**src/rtl/axis_to_rs232.sv**
```systemverilog
// AXI-stream byte to RS232 transmitter with CTSn flow control.
// Frames are 8N1 or 8N2, sent LSB first, with one idle cycle between frames.
module axis_to_rs232 #(
    parameter real CLOCK_FREQ = 133000000.0,
    parameter real BAUD_RATE  = 115200.0,
    parameter int  STOP_BITS  = 1
) (
    input  logic       clock,
    input  logic       resetn,
    input  logic [7:0] idata,
    input  logic       ivalid,
    output logic       iready,
    output logic       txd_pin,
    input  logic       ctsn_pin
);

    localparam int BAUD_COUNT_FULL = $rtoi(CLOCK_FREQ / BAUD_RATE + 0.5);
    localparam int CNT_W = $clog2(BAUD_COUNT_FULL + 1);
    localparam logic [CNT_W-1:0] CNT_LOAD = CNT_W'(BAUD_COUNT_FULL);
    localparam logic [CNT_W-1:0] CNT_ONE = CNT_W'(1);
    localparam logic [2:0] LAST_STOP = 3'(STOP_BITS - 1);

    localparam logic [1:0] ST_IDLE  = 2'd0;
    localparam logic [1:0] ST_START = 2'd1;
    localparam logic [1:0] ST_DATA  = 2'd2;
    localparam logic [1:0] ST_STOP  = 2'd3;

    if (BAUD_COUNT_FULL < 2) begin : g_bad_baud
        $error("axis_to_rs232: CLOCK_FREQ/BAUD_RATE must round to at least 2");
    end
    if (STOP_BITS != 1 && STOP_BITS != 2) begin : g_bad_stop
        $error("axis_to_rs232: STOP_BITS must be 1 or 2");
    end

    logic [1:0]       cts_sync;
    logic             cts_ok;
    logic [1:0]       state;
    logic [CNT_W-1:0] baud_cnt;
    logic             baud_tick;
    logic [2:0]       bit_idx;
    logic [7:0]       shift;
    logic             take;

    assign cts_ok    = ~cts_sync[1];
    assign iready    = (state == ST_IDLE) && cts_ok;
    assign take      = ivalid && iready;
    assign baud_tick = (state != ST_IDLE) && (baud_cnt == CNT_ONE);

    // Sync flops reset to "blocked" so nothing is accepted until CTSn is seen low.
    always_ff @(posedge clock or negedge resetn) begin
        if (!resetn) begin
            cts_sync <= 2'b11;
        end else begin
            cts_sync <= {cts_sync[0], ctsn_pin};
        end
    end

    // txd_pin is loaded with the level of the state being entered, so each
    // bit appears on the pin for exactly one full baud period.
    always_ff @(posedge clock or negedge resetn) begin
        if (!resetn) begin
            state    <= ST_IDLE;
            baud_cnt <= '0;
            bit_idx  <= '0;
            txd_pin  <= 1'b1;
        end else if (state == ST_IDLE) begin
            if (take) begin
                state    <= ST_START;
                baud_cnt <= CNT_LOAD;
                txd_pin  <= 1'b0;
            end
        end else if (baud_tick) begin
            baud_cnt <= CNT_LOAD;
            case (state)
                ST_START: begin
                    state   <= ST_DATA;
                    bit_idx <= '0;
                    txd_pin <= shift[0];
                end
                ST_DATA: begin
                    if (bit_idx == 3'd7) begin
                        state   <= ST_STOP;
                        bit_idx <= '0;
                        txd_pin <= 1'b1;
                    end else begin
                        bit_idx <= bit_idx + 3'd1;
                        txd_pin <= shift[1];
                    end
                end
                ST_STOP: begin
                    if (bit_idx == LAST_STOP) begin
                        state <= ST_IDLE;
                    end else begin
                        bit_idx <= bit_idx + 3'd1;
                    end
                    txd_pin <= 1'b1;
                end
                default: begin
                    state   <= ST_IDLE;
                    txd_pin <= 1'b1;
                end
            endcase
        end else begin
            baud_cnt <= baud_cnt - CNT_ONE;
        end
    end

    always_ff @(posedge clock) begin
        if (take) begin
            shift <= idata;
        end else if (baud_tick && state == ST_DATA) begin
            shift <= {1'b0, shift[7:1]};
        end
    end

endmodule

```
**config.mk**
```make
export PLATFORM = sky130hd
export DESIGN_NAME = axis_to_rs232
export DESIGN_NICKNAME = d
export VERILOG_FILES = /design/src/rtl/axis_to_rs232.sv
export SDC_FILE = /design/constraint.sdc
export NUM_CORES = 1
export LEC_CHECK = 0
export ABC_AREA = 1
export CAP_MARGIN = 5
export CORE_ASPECT_RATIO = 0.8
export CORE_MARGIN = 2
export CORE_UTILIZATION = 51
export DETAILED_ROUTE_END_ITERATION = 10
export PLACE_DENSITY_LB_ADDON = 0.08
export SYNTH_ARGS = -nofsm -noshare
export SYNTH_HDL_FRONTEND = slang
export SYNTH_SLANG_ARGS = --single-unit
```
**constraint.sdc**
```tcl
create_clock -name clock -period 1.9 [get_ports clock]
set_clock_uncertainty 0.05 [all_clocks]
set_input_delay 0.475 -clock clock [delete_from_list [all_inputs] [get_ports clock]]
set_output_delay 0.475 -clock clock [all_outputs]
set_load 0.01 [all_outputs]
```
==> impl_metrics.tcl, run 1 <==
set metrics [dict create \
    nNetsFinal 213 \
    min_to "cts_sync[1]" \
    critPathCaptureType "primary output" \
    maxCapViolations 0 \
    die_x_um 65.0 \
    final_cell_mix "nand2_1 (38), inv_1 (19), dfrtp_1 (16)" \
    r2r_start "state[1]" \
    cts_buffers 3 \
    layout_commonest_cell "nand2_1" \
    vias 1129 \
    drt_iter0_markers 57 \
    cts_max_level 1 \
    boundaryPins 14 \
    cts_tree "done" \
    worst_hold_slack_ps 313 \
    r2r_end "baud_cnt[2]" \
    synth-seq-area-share 0.474 \
    slew_viol_final 0 \
    synth_area_mm2 0.00152 \
    synth_top_area_share 0.264 \
    drt-total-wl_mm 2.78 \
    hold_violations 0 \
    rows 17 \
    place_area_mm2 0.00176 \
    tightestPinTransition_ps 314 \
    grt_overflow 0 \
    wl_met3_um 150 \
    routed.top_layer "met4" \
    wl_met2_mm 1.23 \
    seqCellArea_um2 719 \
    layout-drive-gt1-share 0.168 \
    wl_per_cell_um 12.2 \
    instances_no_fill 228 \
    syn_inst 164 \
    track_usage 0.196 \
    internal_power_uw 1350 \
    grt_pass1_vias 1054 \
    grt_max_degree 20 \
    peakVddDrop_mv 0.748 \
    cts_root_buffer "clkbuf_8" \
    viasPerCell 4.95 \
    coreArea_mm2 0.00279 \
    netSwitchingPower_uw 906 \
    clkTransAtPathRegs_ps 90 \
    multi_input_area_um2 712 \
    clk_latency_ps 280 \
    detail-route-antenna-nets 0 \
    syn2layout_area_growth_pct 19.0 \
    antenna_found_initial 0 \
    die_y_um 52.8 \
    cts_sinks 27 \
    dp_hpwl_mm 2.17 \
    grt_pass1_wl_mm 4.89 \
    fin_area_mm2 0.00181 \
    synth_area_leader_cell "dfrtp_1" \
    min_from "cts_sync[0]" \
    slew_headroom 0.790 \
    tns_ps 0 \
    fmax_mhz 585 \
    post_cts_buffers 0 \
    synth_edf_count 8 \
    reg2reg_setup_slack_ps 220 \
    r2r.worst_path.cells 9 \
    rsz0062_at_grt "no" \
    total_leakage_power_uw 0.000854 \
    p_sw_frac 0.401 \
    routabilityCongestion 0.858 \
    drc 0 \
    ctsHoldBuffers 0 \
    power_density_mw_per_mm2 1250 \
    fillers 239 \
    worstSetupStartpointType "register" \
    pwr-share-clk 0.147 \
    ys_warn_count 0 \
    comb_power_share 0.471 \
    setup_viol 0 \
    dieArea_mm2 0.00343 \
    cpMaxStageDelayCell "dfrtp_1" \
    path_cells "inv_1 > ha_1 > inv_2 > nor2_4 > clkbuf_2" \
    period_share 0.900 \
    seq_power_share 0.382 \
    synth_cell_types 26 \
    report.power.total_uw 2260 \
    netlist_top_cells_area "dfrtp_1 (26%), edfxtp_1 (16%), nand2_1 (9.4%)" \
    synth_nets 186 \
    slowest_delay_ps 390 \
    diodes 0 \
    dr.pass1.iters 4 \
    path_max_fanout 2 \
    ys_ff_latch 27 \
    portBuffers 13 \
    drt-met1-wl_mm 1.38 \
    clk_path_buf_depth 2 \
    start_util 0.545 \
    crit_required_ps 1370 \
    status "finished, final reports clean" \
    worstPathArrival_ps 1180 \
    min_path_cells 0 \
    dpl.cell_count 224 \
    synthFlopType "dfrtp_1" \
    post-route-min-period_ps 1710 \
    syn_area_per_cell_um2 9.25 \
    timing.hold.worst.class "reg -> reg" \
    synthArstFlopShare 0.704 \
    crit_type "reg -> out" \
]
==> registers in the layout, indices dropped and copies added, names as in the netlist <==
signal    cells
baud_cnt     11
shift         8
bit_idx       3
cts_sync      2
state         2
txd_pin       1
==> what timing repair did <==
| action | 4_1_cts | 5_1_grt |
|---|---|---|
| gates resized for setup | 1 | 3 |
| setup endpoints to repair | 1 | 2 |
| gates cloned | 0 | 0 |
==> synthesized netlist by cell type (2+ instances only) <==
| library cell | count |
|---|---|
| nand2_1 | 38 |
| inv_1 | 19 |
| dfrtp_1 | 16 |
| nand3_1 | 14 |
| nor2_1 | 14 |
| o21ai_0 | 12 |
| ha_1 | 10 |
| edfxtp_1 | 8 |
| mux2_4 | 5 |
| xor2_1 | 5 |
| dfstp_2 | 3 |
| o21ai_1 | 3 |
| a21oi_1 | 2 |
| nand2_2 | 2 |
| nor2_4 | 2 |
==> worst max-delay path by stage <==
stage          startpoint           to  slack (ps)  cells past startpoint
3_3_place_gp     state[0]       iready          80                      5
5_1_grt          state[0]  baud_cnt[2]          20                      9
3_5_place_dp       ivalid  baud_cnt[2]          10                      6
6_report         state[1]       iready         190                      5
4_1_cts           txd_pin      txd_pin          10                      1
2_1_floorplan    state[0]     shift[0]          40                      7
==> kinds of logic (layout without fill, tap and decap cells) <==
family	count (synthesis)	in the layout	share of synthesized area
XOR/XNOR	6	6	0.0346
multiplexers	6	6	0.0569
AO/OA/AOI/OAI	19	19	0.0734
AND/OR/NAND/NOR	75	75	0.222
flip-flops	27	27	0.474
buffers and inverters	21	47	0.0569
adder cells (fa/ha/maj)	10	10	0.0824
==> worst max-delay path: cells and delay by family, from the launching register on <==
family,cells,cell delay [ps]
adder cells (fa/ha/maj),1,180
flip-flops,1,390
buffers and inverters,3,260
AND/OR/NAND/NOR,1,80
==> layer usage <==
| metal | GRT usage | vias up |
|---|---|---|
| met4 | 0.0532 | 0 |
| met5 | 0 | - |
| met2 | 0.318 | 23 |
| met1 | 0.259 | 518 |
| met3 | 0.0559 | 4 |
| li1 | - | 584 |
==> cell type report <==
type | instances | area share
Timing Repair Buffer | 23 | 0.112
Multi-Input combinational cell | 116 | 0.394
Clock inverter | 1 | 0.00416
Clock buffer | 3 | 0.0229
Tap cell | 38 | 0.0263
Inverter | 20 | 0.0416
Sequential cell | 27 | 0.398
==> power by group through the flow <==
stage	Sequential (uW)	Clock, uW	Combinational (uW)
2_1_floorplan	853	0	742
3_3_place_gp	867	0	1040
3_5_place_dp	873	0	1080
4_1_cts	863	346	1070
5_1_grt	883	362	1220
6_report	865	331	1060
==> per-stage QoR <==
step / util / setup slack (ps)
2_1_floorplan: - / 36.3
4_1_cts: 0.648 / 14.8
6_report: 0.648 / 191
3_3_place_gp: 0.631 / 81.3
5_1_grt: 0.648 / 22.7
3_5_place_dp: 0.631 / 10.8
Note: power is estimated with default switching activity, not from simulation.
==> inputs of run 2 (changes only) <==
==> constraint.sdc (replaced) <==
create_clock -name clock -period 1.9 [get_ports clock]
set_clock_uncertainty 0.05 [all_clocks]
set_input_delay 0.475 -clock clock [delete_from_list [all_inputs] [get_ports clock]]
set_output_delay 0.475 -clock clock [all_outputs]
set_load 0.05 [all_outputs]
==> impl_metrics.tcl, run 2 (synthesis results as in run 1) <==
set metrics [dict create \
    status "finished, final reports clean" \
    clk_path_buf_depth 2 \
    cts_sinks 27 \
    slew_viol_final 0 \
    cts_buffers 3 \
    clkTransAtPathRegs_ps 100 \
    p_sw_frac 0.406 \
    drc 0 \
    cts_tree "done" \
    grt_max_degree 20 \
    coreArea_mm2 0.00279 \
    die_x_um 65.0 \
    cts_root_buffer "clkbuf_8" \
    path_max_fanout 3 \
    critPathCaptureType "primary output" \
    ctsHoldBuffers 0 \
    timing.hold.worst.class "reg -> reg" \
    layout-drive-gt1-share 0.190 \
    reg.largest.list "baud_cnt: 11 flops, shift: 8 flops, bit_idx: 3 flops" \
    internal_power_uw 1410 \
    largest_register_ffs 11 \
    syn2layout_area_growth_pct 21.8 \
    detail-route-antenna-nets 0 \
    vias 1157 \
    viasPerCell 5.10 \
    post-route-min-period_ps 1830 \
    portBuffers 13 \
    tns_ps 0 \
    r2r.worst_path.cells 9 \
    worstSetupStartpointType "register" \
    grt_overflow 0 \
    startpoint "state[0]" \
    dieArea_mm2 0.00343 \
    rows 17 \
    comb_power_share 0.493 \
    dp_hpwl_mm 2.12 \
    gr-max-usage-layer "met2" \
    hold_violations 0 \
    slew_headroom 0.775 \
    min_to "cts_sync[1]" \
    grt_pass1_wl_mm 4.83 \
    die_y_um 52.8 \
    clk_latency_ps 280 \
    r2r_start "state[0]" \
    peakVddDrop_mv 0.942 \
    setup_viol 0 \
    met3_usage 0.0581 \
    wl_per_cell_um 12.4 \
    fmax_mhz 547 \
    crit_type "reg -> out" \
    drt-total-wl_mm 2.81 \
    r2r_end "baud_cnt[6]" \
    reg2reg_setup_slack_ps 170 \
    pwr-share-clk 0.140 \
    crit_required_ps 1370 \
    fillers 249 \
    grt_pass1_vias 1092 \
    tightestPinTransition_ps 337 \
    dr.pass1.iters 4 \
    worstPathArrival_ps 1300 \
    min_from "cts_sync[0]" \
    power_density_mw_per_mm2 1280 \
    drt_iter0_markers 55 \
    total_leakage_power_uw 0.000844 \
    setup_slack_ps 72.0 \
    report.power.total_uw 2370 \
    post-place-ws_ps 35.7 \
    layout_commonest_cell "nand2_1" \
    grt.met2_usage 0.294 \
    seq_power_share 0.367 \
    routabilityCongestion 0.840 \
    min_path_cells 0 \
    track_usage 0.190 \
    boundaryPins 14 \
    gr-usage-met1 0.270 \
    period_share 0.962 \
    cts_max_level 1 \
    final_cell_mix "nand2_1 (38), inv_1 (17), dfrtp_1 (16)" \
    antenna_found_initial 0 \
    nNetsFinal 212 \
    maxCapViolations 0 \
    netSwitchingPower_uw 963 \
    regMostFlops "baud_cnt" \
    diodes 0 \
    start_util 0.545 \
]
run 2: timing repair:
action                                 in CTS  in global routing
setup endpoints to repair                   1                 13
setup buffers                               2                  2
gates resized for setup                     0                  2
endpoints found under the hold margin       0                  0
pin swaps                                   0                  2
run 2: metal layers:
| layer | up-vias | wire [um] |
|---|---|---|
| met5 | - | 0 |
| met4 | 0 | 7 |
| met3 | 2 | 161 |
| met2 | 28 | 1200 |
| met1 | 545 | 1440 |
| li1 | 582 | - |
run 2: per-stage QoR:
step	area [um2]	utilization	std cells	hold slack (ps)
6_report	1850	0.663	227	313
5_1_grt	1850	0.663	227	319
4_1_cts	1820	0.654	225	316
3_5_place_dp	1760	0.631	219	298
3_3_place_gp	1760	0.631	219	301
2_1_floorplan	1530	-	164	129
run 2: area by class of cell:
class	count	area (um2)	area share
Clock inverter	1	7.51	0.00406
Inverter	20	75.1	0.0406
Timing Repair Buffer	22	221	0.120
Tap cell	38	47.5	0.0257
Sequential cell	27	719	0.389
Clock buffer	3	41.3	0.0223
Multi-Input combinational cell	116	736	0.398
run 2: power by group through the flow:
stage	logic [uW]	clock network, uW	registers, uW
after CTS	1130	340	869
after floorplan	795	0	856
after detailed placement	1090	0	883
after global routing	1330	363	884
after global placement	1060	0	879
final	1170	332	869
run 2: critical path, stage by stage, from the launching register on:
cell,delay [ps]
dfrtp_1,400
inv_2,80
ha_4,160
inv_2,60
nor2_4,100
buf_6,110
buf_12,120
run 2: how the worst max path moves through the flow:
stage / endpoint / cells past startpoint / slack [ps]
after floorplan: shift[2] / 7 / 7
after global placement: shift[1] / 3 / 80
after detailed placement: baud_cnt[6] / 6 / 40
after CTS: iready / 6 / 10
after global routing: baud_cnt[4] / 9 / -8
final: iready / 6 / 70
==> inputs of run 3 (changes only) <==
--- a/config.mk
+++ b/config.mk
@@ -15,3 +15,4 @@
 export SYNTH_ARGS = -nofsm -noshare
 export SYNTH_HDL_FRONTEND = slang
 export SYNTH_SLANG_ARGS = --single-unit
+export TNS_END_PERCENT = 1
==> results of run 3 <==
The final DEF is identical to that of run 2; final timing and power are the same.
==> variant 1 (flow settings as in run 2) <==
Reset style: synchronous (`resetn`), changed in 2 clocked blocks.
--- a/src/rtl/axis_to_rs232.sv
+++ b/src/rtl/axis_to_rs232.sv
@@ -49,3 +49,3 @@
     // Sync flops reset to "blocked" so nothing is accepted until CTSn is seen low.
-    always_ff @(posedge clock or negedge resetn) begin
+    always_ff @(posedge clock) begin
         if (!resetn) begin
@@ -59,3 +59,3 @@
     // bit appears on the pin for exactly one full baud period.
-    always_ff @(posedge clock or negedge resetn) begin
+    always_ff @(posedge clock) begin
         if (!resetn) begin
Check against the original RTL: differs if resetn is asserted again (counterexample within 4 cycles, from zero or initial values and one cycle with resetn low); with resetn held inactive, the same outputs for 10 cycles.
==> variant 1 against run 2 <==
Design area is 2.8% lower. Via count grew 8.9%. Area after synthesis rose by 0.49%. Wire length up 5.9%. Count of clock-buffer cells in the layout stayed put. Sequential cell count stayed put. Core utilization fell by 2.4 points. Non-clock buffer count down 4. Critical path depth fell by 1. Setup slack better by 0.0096 ns. Synthesized cell count grew 21%. Critical path type unchanged.
Power is not compared: it rests on default switching activity, and its combinational part moved more than twofold at a synthesized area within 25%.
==> variant 1: results <==
export IMPL_status="finished clean"
export IMPL_buf_share_pct=9.76
export IMPL_drt_met1_wl_mm=1.48
export IMPL_synth_adder_area_share_pct=8.20
export IMPL_synth_cells=199
export IMPL_synth_ff_type="dfxtp_1"
export IMPL_ys_async_sr_fraction_pct=0
export IMPL_gp_congestion=0.863
export IMPL_slew_limit_headroom_pct=77.3
export IMPL_seq_share_pct=34.6
export IMPL_multi_input_area_sq_um=796
export IMPL_n_all_inverters=28
export IMPL_synthTopCellsByCount="55 x nand2_1, 26 x inv_1, 23 x nor2_1, 19 x dfxtp_1, 12 x a21oi_1"
export IMPL_multi_input_area_share_pct=44.3
export IMPL_synth_area_top_cells="dfxtp_1 25%, edfxtp_1 16%, nand2_1 14%"
export IMPL_multi_input_cells=142
export IMPL_cp_slowest_stage_delay_ns=0.35
export IMPL_dp_slack_ns=0.129
export IMPL_clkCellAreaFrac_pct=2.79
export IMPL_vias=1260
export IMPL_grt_pass1_wl_mm=5.30
export IMPL_yosysSeqAreaShare_pct=40.7
export IMPL_dr_wl_met2_mm=1.40
export IMPL_use_met3_pct=5.74
export IMPL_grt_max_degree=18
export IMPL_wl_met3_microns=92
export IMPL_synth_xor_area_share_pct=1.72
export IMPL_drive_above_1_share_pct=14.2
export IMPL_design_seq_count=27
export IMPL_place_area_sq_um=1740
export IMPL_crit_fanout=4
export IMPL_fill_cells=247
export IMPL_drt_wl_total_mm=2.98
export IMPL_top_layer_used="met3"
export IMPL_grtUsageMet2_pct=34.5
export IMPL_drt_iter0_drc=39
export IMPL_syn_nets=221
export IMPL_dp_hpwl_mm=2.26
export IMPL_synth_compound_area_share_pct=9.68
export IMPL_grt_use_total_pct=20.2
export IMPL_num_nonclk_buffers=18
export IMPL_critPathSlowestCell="dfxtp_1"
[variant 1: changes by cell type after synthesis, moves of 6 or more]
| cell | before | now |
|---|---|---|
| dfrtp_1 | 16 | 0 |
| inv_1 | 19 | 26 |
| a21oi_1 | 2 | 12 |
| nand2_1 | 38 | 55 |
| dfxtp_1 | 0 | 19 |
| o21ai_0 | 12 | 6 |
| nor2_1 | 14 | 23 |
[variant 1: path summary, 6_finish.rpt]
kind	start	endpoint	slack, ns	depth (start not counted)
hold reg to reg	cts_sync[0]$_SDFF_PN1_	cts_sync[1]$_SDFF_PN1_	0.38	1
hold / removal	cts_sync[0]$_SDFF_PN1_	cts_sync[1]$_SDFF_PN1_	0.38	1
setup / recovery	state[1]$_SDFFE_PN0P_	iready	0.08	5
setup reg to reg	state[1]$_SDFFE_PN0P_	baud_cnt[6]$_SDFFE_PN0P_	0.27	8
[variant 1: repair_timing]
item	CTS	global route
resized for setup	1	3
pin swaps	0	0
buffers inserted	0	0
endpoints found under the setup margin	1	1
==> variant 2 (config.mk and constraints of run 2) <==
Without the edit above. Register the output `txd_pin` once more; this adds one clock of latency there. The other outputs are not delayed to match.
--- a/src/rtl/axis_to_rs232.sv
+++ b/src/rtl/axis_to_rs232.sv
@@ -26,2 +26,4 @@
     localparam logic [1:0] ST_STOP  = 2'd3;
+
+    logic txd_pin_s0;
 
@@ -64,3 +66,3 @@
             bit_idx  <= '0;
-            txd_pin  <= 1'b1;
+            txd_pin_s0 <= 1'b1;
         end else if (state == ST_IDLE) begin
@@ -69,3 +71,3 @@
                 baud_cnt <= CNT_LOAD;
-                txd_pin  <= 1'b0;
+                txd_pin_s0 <= 1'b0;
             end
@@ -77,3 +79,3 @@
                     bit_idx <= '0;
-                    txd_pin <= shift[0];
+                    txd_pin_s0 <= shift[0];
                 end
@@ -83,6 +85,6 @@
                         bit_idx <= '0;
-                        txd_pin <= 1'b1;
+                        txd_pin_s0 <= 1'b1;
                     end else begin
                         bit_idx <= bit_idx + 3'd1;
-                        txd_pin <= shift[1];
+                        txd_pin_s0 <= shift[1];
                     end
@@ -95,3 +97,3 @@
                     end
-                    txd_pin <= 1'b1;
+                    txd_pin_s0 <= 1'b1;
                 end
@@ -99,3 +101,3 @@
                     state   <= ST_IDLE;
-                    txd_pin <= 1'b1;
+                    txd_pin_s0 <= 1'b1;
                 end
@@ -115,2 +117,6 @@
 
+    always_ff @(posedge clock) begin
+        txd_pin <= txd_pin_s0;
+    end
+
 endmodule
Function: changed (a bounded check fails within 4 cycles, from zero or initial values and one cycle with resetn low).
==> variant 2 against run 2 <==
Sequential cell count up 1. First-iteration DRC count fell by 55%. Die area increased by 1.2%. Area after synthesis increased by 1.3%. Maximum frequency down 2.7%. Power increased by 11%. Wire length grew 4.8%. Design area grew 3.0%. Largest power group unchanged. Sequential power is 2% higher. Critical path type unchanged. Setup slack worse by 0.051 ns. Count of clock-buffer cells in the layout did not move. Via count decreased by 2.2%.
==> variant 2: results <==
export IMPL_status="finished clean"
export IMPL_multi_input_area_sq_um=741
export IMPL_dr_wl_met2_mm=1.37
export IMPL_vias=1132
export IMPL_reg2regPathDepth=6
export IMPL_arrival_ns=1.35
export IMPL_drive_above_1_share_pct=19.8
export IMPL_buf_share_pct=11.8
export IMPL_cts_setup_buffers=5
export IMPL_crit_fanout=6
export IMPL_cts_sink_count=28
export IMPL_grt_use_total_pct=19.5
export IMPL_power_leakage_uw=0.000875
export IMPL_synth_distinct_cells=27
export IMPL_yosysSeqAreaShare_pct=48.1
export IMPL_timing_rr_end="shift[6]$_DFFE_PP_"
export IMPL_grt_pass1_wl_mm=4.95
export IMPL_drt_met1_wl_mm=1.44
export IMPL_met1_usage_pct=26.4
export IMPL_seqCellArea_sq_um=739
export IMPL_gp_congestion=0.819
export IMPL_worstReg2RegStart="state[1]$_DFFE_PN0P_"
export IMPL_syn_nets=187
export IMPL_vdd_ir_drop_worst_uv=843
export IMPL_regToRegSetupSlack_ns=0.15
export IMPL_ys_async_sr_fraction_pct=67.9
export IMPL_fill_cells=222
export IMPL_worstMarginPinSlew_ns=0.367
export IMPL_clkCellAreaFrac_pct=3.75
export IMPL_drt_wirelength_per_cell_microns=12.8
export IMPL_num_nonclk_buffers=24
export IMPL_dp_slack_ns=0.0399
==> variant 2: power by group <==
group	internal [uW]	switching (uW)
Clock	283	191
Sequential	771	115
Combinational	548	711
==> variant 2: worst register-to-register path, cell delays in order (launching register included) <==
cell	delay (ns)
dfrtp_1	0.40
inv_2	0.09
ha_4	0.16
inv_6	0.05
nor2_4	0.13
nand2_2	0.24
mux2_4	0.38
==> variant 2: logic make-up after synthesis <==
| kind of cell | count (synthesis) | synth area share (%) |
|---|---|---|
| AO/OA/AOI/OAI | 19 | 7.24 |
| XOR/XNOR | 6 | 3.42 |
| adder cells (fa/ha/maj) | 10 | 8.14 |
| buffers and inverters | 21 | 5.61 |
| flip-flops | 28 | 48.1 |
| multiplexers | 6 | 5.61 |
| AND/OR/NAND/NOR | 75 | 21.9 |
==> variant 2: stage by stage <==
step           total power, uW  util [%]  std cells  hold slack (ns)  instance area, sq um
2_1_floorplan             1670         -        165            0.129                  1550
3_3_place_gp              1920      62.3        218            0.296                  1750
3_5_place_dp              1960      62.3        218            0.299                  1750
4_1_cts                   2500      66.2        227            0.313                  1860
5_1_grt                   2800      67.8        230            0.319                  1900
6_report                  2620      67.8        230            0.312                  1900
==> variant 2: worst max-delay path by stage <==
stage | startpoint | cells past startpoint | endpoint | slack, ns
3_3_place_gp | ivalid | 3 | shift[1]$_DFFE_PP_ | 0.09
5_1_grt | state[0]$_DFFE_PN0P_ | 6 | iready | -0.04
3_5_place_dp | ivalid | 6 | baud_cnt[2]$_DFFE_PN0P_ | 0.04
4_1_cts | state[0]$_DFFE_PN0P_ | 6 | iready | 0.02
6_report | state[1]$_DFFE_PN0P_ | 6 | iready | 0.02
2_1_floorplan | state[1]$_DFFE_PN0P_ | 7 | shift[2]$_DFFE_PP_ | 0.007
